`src/rtl/vec_issue_sched.sv`:
```
// vec_issue_sched: in-order issue scheduler for the 16-lane vector datapath.
// Decoded instructions are buffered in a small FIFO. The head issues to the LSU
// (load/store) or the ALU (add/mul, dot) once that unit is idle and the vector
// register scoreboard shows no pending writer on any register it touches.
// Each unit then runs a latency wait followed by two 16-element beats.
// Optional feature: define VSCHED_PERF_CNT_EN to add the stall_cnt/issue_cnt
// saturating performance counters.
module vec_issue_sched #(
  parameter int QDEPTH  = 4,
  parameter int NVREG   = 4,
  parameter int LSU_LAT = 4,
  parameter int ALU_LAT = 1,
  localparam int VRW = $clog2(NVREG)
) (
  input  logic           clk,
  input  logic           rst,
  input  logic           in_valid,
  output logic           in_ready,
  input  logic [1:0]     in_op,
  input  logic [VRW-1:0] in_vd,
  input  logic [VRW-1:0] in_vs1,
  input  logic [VRW-1:0] in_vs2,
  input  logic [1:0]     in_sreg,
  output logic           lsu_beat_v,
  output logic           lsu_beat,
  output logic           lsu_store,
  output logic [VRW-1:0] lsu_vreg,
  output logic [1:0]     lsu_sreg,
  output logic           alu_beat_v,
  output logic           alu_beat,
  output logic           alu_dot,
  output logic [VRW-1:0] alu_vd,
  output logic [VRW-1:0] alu_vs1,
  output logic [VRW-1:0] alu_vs2,
  output logic           retire,
  output logic [1:0]     retire_n,
  output logic           busy
`ifdef VSCHED_PERF_CNT_EN
  ,
  output logic [15:0]    stall_cnt,
  output logic [15:0]    issue_cnt
`endif
);

  localparam int QW     = $clog2(QDEPTH);
  localparam int MAXLAT = (LSU_LAT > ALU_LAT) ? LSU_LAT : ALU_LAT;
  localparam int CW     = (MAXLAT > 0) ? $clog2(MAXLAT + 1) : 1;
  localparam logic [CW-1:0] LSU_WAIT_INIT = (LSU_LAT > 0) ? CW'(LSU_LAT - 1) : '0;
  localparam logic [CW-1:0] ALU_WAIT_INIT = (ALU_LAT > 0) ? CW'(ALU_LAT - 1) : '0;

  typedef enum logic [1:0] {FU_IDLE, FU_WAIT, FU_BEAT0, FU_BEAT1} fu_state_e;

  logic [1:0]     q_op   [QDEPTH];
  logic [VRW-1:0] q_vd   [QDEPTH];
  logic [VRW-1:0] q_vs1  [QDEPTH];
  logic [VRW-1:0] q_vs2  [QDEPTH];
  logic [1:0]     q_sreg [QDEPTH];
  logic [QW-1:0]  wr_ptr, rd_ptr;
  logic [QW:0]    count;

  fu_state_e      lsu_state, alu_state;
  logic [CW-1:0]  lsu_cnt, alu_cnt;
  logic [NVREG-1:0] sb, sb_set, sb_clr;

  logic           enq, head_valid, head_lsu, head_writes, unit_free, hazard, issue;
  logic [1:0]     head_op, head_sreg;
  logic [VRW-1:0] head_vd, head_vs1, head_vs2;
  logic           lsu_b1, alu_b1;

  assign in_ready   = (count != (QW+1)'(QDEPTH));
  assign enq        = in_valid & in_ready;
  assign head_valid = (count != '0);
  assign head_op    = q_op[rd_ptr];
  assign head_vd    = q_vd[rd_ptr];
  assign head_vs1   = q_vs1[rd_ptr];
  assign head_vs2   = q_vs2[rd_ptr];
  assign head_sreg  = q_sreg[rd_ptr];
  assign head_lsu   = ~head_op[1];
  assign head_writes = (head_op != 2'b01);
  assign unit_free  = head_lsu ? (lsu_state == FU_IDLE) : (alu_state == FU_IDLE);
  // vd is checked for every op: WAW for writers, RAW for store data and dot accumulator
  assign hazard     = sb[head_vd] | (~head_lsu & (sb[head_vs1] | sb[head_vs2]));
  assign issue      = head_valid & unit_free & ~hazard;

  // FIFO pointers and occupancy; an issue frees the head slot at the same edge
  always_ff @(posedge clk or posedge rst) begin
    if (rst) begin
      wr_ptr <= '0;
      rd_ptr <= '0;
      count  <= '0;
    end else begin
      if (enq)   wr_ptr <= wr_ptr + QW'(1);
      if (issue) rd_ptr <= rd_ptr + QW'(1);
      count <= count + (QW+1)'(enq) - (QW+1)'(issue);
    end
  end

  // FIFO payload storage, written only on an accepted enqueue
  always_ff @(posedge clk) begin
    if (enq) begin
      q_op[wr_ptr]   <= in_op;
      q_vd[wr_ptr]   <= in_vd;
      q_vs1[wr_ptr]  <= in_vs1;
      q_vs2[wr_ptr]  <= in_vs2;
      q_sreg[wr_ptr] <= in_sreg;
    end
  end

  // Scoreboard set/clear vectors: writers mark vd at issue, release it when BEAT1 ends
  always_comb begin
    sb_set = '0;
    sb_clr = '0;
    if (lsu_state == FU_BEAT1 && !lsu_store) sb_clr[lsu_vreg] = 1'b1;
    if (alu_state == FU_BEAT1)               sb_clr[alu_vd]   = 1'b1;
    if (issue && head_writes)                sb_set[head_vd]  = 1'b1;
  end

  // Scoreboard register
  always_ff @(posedge clk or posedge rst) begin
    if (rst) sb <= '0;
    else     sb <= (sb & ~sb_clr) | sb_set;
  end

  // LSU sequencer: latency wait then two beats; operands held until back in IDLE
  always_ff @(posedge clk or posedge rst) begin
    if (rst) begin
      lsu_state <= FU_IDLE;
      lsu_cnt   <= '0;
      lsu_store <= 1'b0;
      lsu_vreg  <= '0;
      lsu_sreg  <= '0;
    end else begin
      case (lsu_state)
        FU_IDLE: if (issue && head_lsu) begin
          lsu_state <= (LSU_LAT == 0) ? FU_BEAT0 : FU_WAIT;
          lsu_cnt   <= LSU_WAIT_INIT;
          lsu_store <= head_op[0];
          lsu_vreg  <= head_vd;
          lsu_sreg  <= head_sreg;
        end
        FU_WAIT: begin
          if (lsu_cnt == '0) lsu_state <= FU_BEAT0;
          else               lsu_cnt   <= lsu_cnt - CW'(1);
        end
        FU_BEAT0: lsu_state <= FU_BEAT1;
        FU_BEAT1: begin
          lsu_state <= FU_IDLE;
          lsu_store <= 1'b0;
          lsu_vreg  <= '0;
          lsu_sreg  <= '0;
        end
        default: lsu_state <= FU_IDLE;
      endcase
    end
  end

  // ALU sequencer: same shape as the LSU with its own latency
  always_ff @(posedge clk or posedge rst) begin
    if (rst) begin
      alu_state <= FU_IDLE;
      alu_cnt   <= '0;
      alu_dot   <= 1'b0;
      alu_vd    <= '0;
      alu_vs1   <= '0;
      alu_vs2   <= '0;
    end else begin
      case (alu_state)
        FU_IDLE: if (issue && !head_lsu) begin
          alu_state <= (ALU_LAT == 0) ? FU_BEAT0 : FU_WAIT;
          alu_cnt   <= ALU_WAIT_INIT;
          alu_dot   <= head_op[0];
          alu_vd    <= head_vd;
          alu_vs1   <= head_vs1;
          alu_vs2   <= head_vs2;
        end
        FU_WAIT: begin
          if (alu_cnt == '0) alu_state <= FU_BEAT0;
          else               alu_cnt   <= alu_cnt - CW'(1);
        end
        FU_BEAT0: alu_state <= FU_BEAT1;
        FU_BEAT1: begin
          alu_state <= FU_IDLE;
          alu_dot   <= 1'b0;
          alu_vd    <= '0;
          alu_vs1   <= '0;
          alu_vs2   <= '0;
        end
        default: alu_state <= FU_IDLE;
      endcase
    end
  end

  assign lsu_b1     = (lsu_state == FU_BEAT1);
  assign alu_b1     = (alu_state == FU_BEAT1);
  assign lsu_beat_v = (lsu_state == FU_BEAT0) | lsu_b1;
  assign lsu_beat   = lsu_b1;
  assign alu_beat_v = (alu_state == FU_BEAT0) | alu_b1;
  assign alu_beat   = alu_b1;
  assign retire     = lsu_b1 | alu_b1;
  assign retire_n   = {1'b0, lsu_b1} + {1'b0, alu_b1};
  assign busy       = head_valid | (lsu_state != FU_IDLE) | (alu_state != FU_IDLE);

`ifdef VSCHED_PERF_CNT_EN
  // Saturating counters of head stall cycles and issued instructions
  always_ff @(posedge clk or posedge rst) begin
    if (rst) begin
      stall_cnt <= '0;
      issue_cnt <= '0;
    end else begin
      if (head_valid && !issue && stall_cnt != 16'hFFFF) stall_cnt <= stall_cnt + 16'd1;
      if (issue && issue_cnt != 16'hFFFF)                issue_cnt <= issue_cnt + 16'd1;
    end
  end
`endif

endmodule

```
`config.mk`:
```
export PLATFORM = sky130hd
export DESIGN_NAME = vec_issue_sched
export DESIGN_NICKNAME = d
export VERILOG_FILES = /design/src/rtl/vec_issue_sched.sv
export SDC_FILE = /design/constraint.sdc
export NUM_CORES = 1
export LEC_CHECK = 0
export ABC_AREA = 1
export CORE_ASPECT_RATIO = 0.8
export CORE_UTILIZATION = 30
export DETAILED_ROUTE_END_ITERATION = 8
export SLEW_MARGIN = 20
export SYNTH_ARGS = -nofsm -noshare
export SYNTH_HDL_FRONTEND = slang
export SYNTH_SLANG_ARGS = --single-unit
```
`constraint.sdc`:
```
create_clock -name clk -period 3.55 [get_ports clk]
set_input_delay 0.355 -clock clk [delete_from_list [all_inputs] [get_ports clk]]
set_output_delay 0.355 -clock clk [all_outputs]
set_load 0.1 [all_outputs]
```
Yosys cells after proc, flatten, opt, wreduce, memory -nomap -nowiden
Memory sizes are Yosys's and may differ from the RTL's.
Cells that the tools add are included.
{ "word_totals": {"latch_bits": 0, "wordCells": 135, "ff_bits": 33, "mem_bits_rw": 40, "rom_bits": 0, "mem_count": 5, "output_inout_bits": 21} }
{ "classes": {"add_sub_neg": 7, "bitwise": 17, "reduce_logical": 25, "mux": 44, "eq_ne": 14, "n_mul": 0, "shift": 0, "n_div": 0, "n_lt_le_gt_ge": 8} }
{ "mem_list": {"columns": ["name", "words", "word_bits", "rd", "rd_ports_with_merged_regs", "write_ports", "line", "rtl"], "rows": [
  ["q_op", 4, 2, 1, 0, 1, "53", "logic [1:0] q_op [QDEPTH];"],
  ["q_sreg", 4, 2, 1, 0, 1, "57", "logic [1:0] q_sreg [QDEPTH];"],
  ["q_vd", 4, 2, 1, 0, 1, "54", "logic [VRW-1:0] q_vd [QDEPTH];"],
  ["q_vs1", 4, 2, 1, 0, 1, "55", "logic [VRW-1:0] q_vs1 [QDEPTH];"],
  ["q_vs2", 4, 2, 1, 0, 1, "56", "logic [VRW-1:0] q_vs2 [QDEPTH];"]
]} }
{ "op_table": {"columns": ["operator", "n"], "rows": [
  ["2-bit one-hot mux with 2 select lines", 5],
  ["2-bit two-way mux", 9],
  ["2-bit one-hot mux with 4 select lines", 2],
  ["2-bit by 3-bit less-than comparator with 1-bit output (second input constant)", 5],
  ["3-bit two-way mux", 4],
  ["4-bit two-way mux", 3],
  ["3-bit one-hot mux with 2 select lines", 2],
  ["2-bit nonzero test", 6],
  ["1-bit two-way mux", 11],
  ["2-bit == test (second input constant)", 4],
  ["2-bit != test (second input constant)", 4],
  ["4-bit bitwise OR", 2],
  ["2-bit AND reduction", 4],
  ["1-bit logical AND", 7],
  ["1-bit bitwise OR", 7],
  ["1-bit binary-select mux with 2-bit select", 3],
  ["1-bit demux with 2-bit select", 3],
  ["2-bit by 1-bit greater-or-equal comparator with 1-bit output (second input constant)", 3],
  ["3-bit logical NOT", 2],
  ["2-bit by 1-bit != test with 1-bit output (second input constant)", 3],
  ["3-bit AND reduction", 2],
  ["3-bit by 1-bit subtractor with 3-bit output (second input constant)", 2],
  ["2-bit by 1-bit adder with 2-bit output (second input constant)", 2],
  ["1-bit bitwise AND", 4],
  ["other kinds (12)", 16]
]} }

Logic depth before layout (Yosys ltp)
An unclocked memory read counts as a cell.
{ "depth": {"ltp_word": 11, "ltp_mapped": 18} }

Worst setup path after synthesis
No wires, ideal clock.
{ "synth_timing": {"path_type": "register -> output", "startpoint": "reg lsu_state[0]", "endpoint": "out retire_n[0]", "arrival_time_ps": 2419, "stages_incl_launch_ff": 4, "path_buffers": 0, "slack_ps": 776, "path_cell_list": "dfrtp_1 ha_1 inv_1 ha_1"} }
{ "synth_via": {"elab_chain_cells": 2} }
{ "synth_rtl": {"columns": ["element", "line", "rtl"], "rows": [
  ["from (decl)", "61", "fu_state_e lsu_state, alu_state;"],
  ["from (signal assigned)", "135", "lsu_state <= (LSU_LAT == 0) ? FU_BEAT0 : FU_WAIT;"],
  ["2-bit == test", "193", "assign lsu_b1 = (lsu_state == FU_BEAT1);"],
  ["via lsu_beat", "25", "output logic lsu_beat,"],
  ["1-bit by 1-bit adder with 2-bit output", "200", "assign retire_n = {1'b0, lsu_b1} + {1'b0, alu_b1};"],
  ["to (decl)", "36", "output logic [1:0] retire_n,"]
]} }
The timed path passes the listed nets, and every way through them passes these cells.

Final worst setup path
{ "layout_timing": {"startpoint": "reg rd_ptr[1]", "endpoint": "reg count[2]"} }
{ "layout_via": {"elab_chain_cells": 9, "elab_cells_between_ends": 18} }
{ "layout_rtl": {"columns": ["element", "line", "rtl"], "rows": [
  ["from (decl)", "58", "logic [QW-1:0] wr_ptr, rd_ptr;"],
  ["from (signal assigned)", "93", "if (issue) rd_ptr <= rd_ptr + QW'(1);"],
  ["memory read 4 x 2 bit (on tied branches)", null, null],
  ["1-bit binary-select mux with 2-bit select", "82", "assign hazard = sb[head_vd] | (~head_lsu & (sb[head_vs1] | sb[head_vs2]));"],
  ["1-bit two-way mux (implied by the code)", "82", null],
  ["1-bit bitwise OR", "82", null],
  ["1-bit bitwise AND", "82", null],
  ["1-bit bitwise OR", "82", null],
  ["1-bit inverter", "83", "assign issue = head_valid & unit_free & ~hazard;"],
  ["1-bit bitwise AND (*)", "83", null],
  ["3-bit by 1-bit subtractor with 3-bit output (*)", "94", "count <= count + (QW+1)'(enq) - (QW+1)'(issue);"],
  ["to (signal assigned)", "94", null],
  ["to (decl)", "59", "logic [QW:0] count;"]
]} }
Every way passes the cells marked *; elsewhere a longest branch is shown, timed or not. The select of a mux whose other input is x is not followed.
A chain may end at the register's enable or synchronous reset.

==> flow_metrics.tcl <==
set metrics [dict create \
    htree_num_levels 3 \
    worstSetupEndpointType "register" \
    drt-total-wl_um 8360 \
    slew_violations 0 \
    vias 2748 \
    cts_sinks 73 \
    worst-path-buf-inv 3 \
    cap_violations 0 \
    critPathKind "reg2reg" \
    cts_tree "done" \
    syn_inst 392 \
    multi_input_area_um2 1520 \
    clk_pin_slew_ps 60 \
    rsz0062_at_grt "false" \
    clock_skew_ps 4.85 \
    arrival_ps 3320 \
    areaGrowthSynthToFinish_pct 20.2 \
    finalSetupViolations 0 \
    status "complete, no violations" \
    grt_use_total_pct 14.2 \
    synth_flop_cell "edfxtp_1" \
    insertion_delay_ps 330 \
    grt_first_pass_wirelength_um 13800 \
    worst-path-max-fanout 14 \
    drt_iter0_drc 159 \
    initial_utilization_pct 30.9 \
    portBuffers 33 \
    synth_cell_types 34 \
    fmax_mhz 323 \
    ios 34 \
    worstMarginPinSlew_ps 999 \
    firstDrtPassIters 4 \
    synth_area_um2 3780 \
    fp.dieH_um 102 \
    globalRoute.totalOverflow 0 \
    diodes 0 \
    final-seq-area_um2 2030 \
    die_area_um2 13000 \
    final_common_cell "nand2_1" \
    hold_viol_final 0 \
    core-area_um2 12200 \
    row_count 36 \
    nNetsFinal 469 \
    synth_area_per_cell_um2 9.64 \
    n_fill_cell 1215 \
    via_per_inst 4.51 \
    seq_area_frac_synth_pct 53.7 \
    crit_chain "inv_1, nand3_1, nand2_2, nand2_1, nand2_1, nand2_1, nand2_4, nor3_2, ha_1, inv_1, ha_1, inv_1, fa_1, xnor2_1" \
    yosysWarningCount 0 \
    grt_pass1_vias 2777 \
    ys_seq_elements 73 \
    antenna_left 0 \
    synth_edf_count 40 \
    grt_max_degree 34 \
    numCtsBuffers 9 \
    synth_nets 428 \
    most-common-layout-cells "nand2_1 (97), inv_1 (40), nand3_1 (40), edfxtp_1 (40), nor2_1 (35)" \
    hpwl_um 6160 \
    setup_tns_ps 0 \
    max_stage_delay_ps 650 \
    gp_congestion 0.816 \
    worstHoldPathType "in2async" \
    cts_resized 0 \
    die_w_um 127 \
    holdBufCountCts 0 \
    period_needed_ps 3100 \
    async_reset_ff_share_pct 45.2 \
    cts_setup_buffers 0 \
    cts_buffer_depth 2 \
    critical_path.top_delay_family "simple AND/OR/NAND/NOR gates" \
    critPathSlowestCell "dfrtp_1" \
    period_share_pct 87.2 \
    worstPathRequired_ps 3770 \
    drive_above_1_share_pct 13.0 \
    antenna_found_initial 0 \
    slew_headroom_pct 33.2 \
    cts_root_buf "clkbuf_16" \
    drc 0 \
    avgRoutedWirePerCell_um 13.7 \
    start_kind "register" \
]
==> per-stage QoR <==
step,instances,hold slack (ps),cell area [um2],util [%],worst slack [ps]
3_3_place_gp,593,459,4280,35.0,581
4_1_cts,609,429,4540,37.2,483
6_report,609,408,4540,37.2,454
2_1_floorplan,392,442,3780,-,776
5_1_grt,609,459,4540,37.2,227
3_5_place_dp,593,463,4280,35.0,492
==> cells in the mapped netlist (2+ instances only) <==
library cell	n	area [um2]
a21oi_1	5	25.0
buf_2	2	10.0
buf_4	2	15.0
buf_6	3	33.8
dfrtp_1	33	826
edfxtp_1	40	1200
ha_1	22	275
inv_1	40	150
inv_2	2	7.51
inv_4	2	12.5
nand2_1	97	364
nand2_2	9	56.3
nand2_4	6	67.6
nand3_1	40	200
nand3_2	3	30.0
nand4_1	4	25.0
nor2_1	35	131
nor2_2	2	12.5
nor2_4	2	22.5
o21ai_0	14	70.1
o21ai_1	6	30.0
o22ai_1	2	12.5
o311ai_0	4	35.0
or2_2	4	25.0
xnor2_1	3	26.3
xor2_1	2	17.5
==> state kept, by name (all words and copies together), names as in the netlist <==
signal and flops:
alu_vs2 2, alu_cnt 3, lsu_cnt 3, count 3, lsu_sreg 2, q_vs1 8, lsu_store 1, alu_dot 1
alu_vs1 2, q_sreg 8, lsu_vreg 2, alu_state 2, lsu_state 2, alu_vd 2, sb 4, rd_ptr 2
q_vd 8, q_op 8, wr_ptr 2, q_vs2 8
==> final cells by class <==
class,instances,area share (%)
Clock buffer,10,5.04
Clock inverter,6,0.771
Inverter,44,3.75
Multi-Input combinational cell,268,33.5
Sequential cell,73,44.6
Tap cell,171,4.71
Timing Repair Buffer,37,7.60
==> worst paths after layout <==
| kind | cells past startpoint | endpoint | slack (ps) | startpoint |
|---|---|---|---|---|
| max in group asynchronous | 3 | alu_vs1[1] | 2810 | rst |
| min reg2reg | 2 | alu_cnt[1] | 480 | alu_cnt[1] |
| max | 14 | count[2] | 450 | rd_ptr[1] |
| max reg2reg | 14 | count[2] | 450 | rd_ptr[1] |
| min | 3 | wr_ptr[0] | 410 | rst |
| min in group clk | 2 | alu_cnt[1] | 480 | alu_cnt[1] |
==> worst reg2reg max path, stage by stage, from the launching register on <==
cell and delay (ps):
dfrtp_1 650, inv_1 350, nand3_1 270, nand2_2 140, nand2_1 90, nand2_1 50
nand2_1 90, nand2_4 80, nor3_2 240, ha_1 280, inv_1 50, ha_1 130
inv_1 50, fa_1 380, xnor2_1 140
==> cells by family (layout without fill, tap and decap cells) <==
logic type,Yosys count,in the layout,synth area share [%]
buffers and inverters,51,97,6.06
and+or+nand+nor,207,207,26.3
xor gates and xnor gates,5,5,1.16
adders and majority gates,23,23,7.82
AOI/OAI and AO/OA,33,33,5.00
DFF,73,73,53.7
==> metal layers <==
metal  GRT usage (%)  wire [um]  vias up
li1                -          -     1371
met1            18.4       4110     1324
met2            22.6       3840       42
met3            3.30        265       11
met4            6.32        145        0
met5               0          0        -
Power is not shown: default switching activity piles up to over one toggle a cycle in this logic, so the estimate is an artifact.
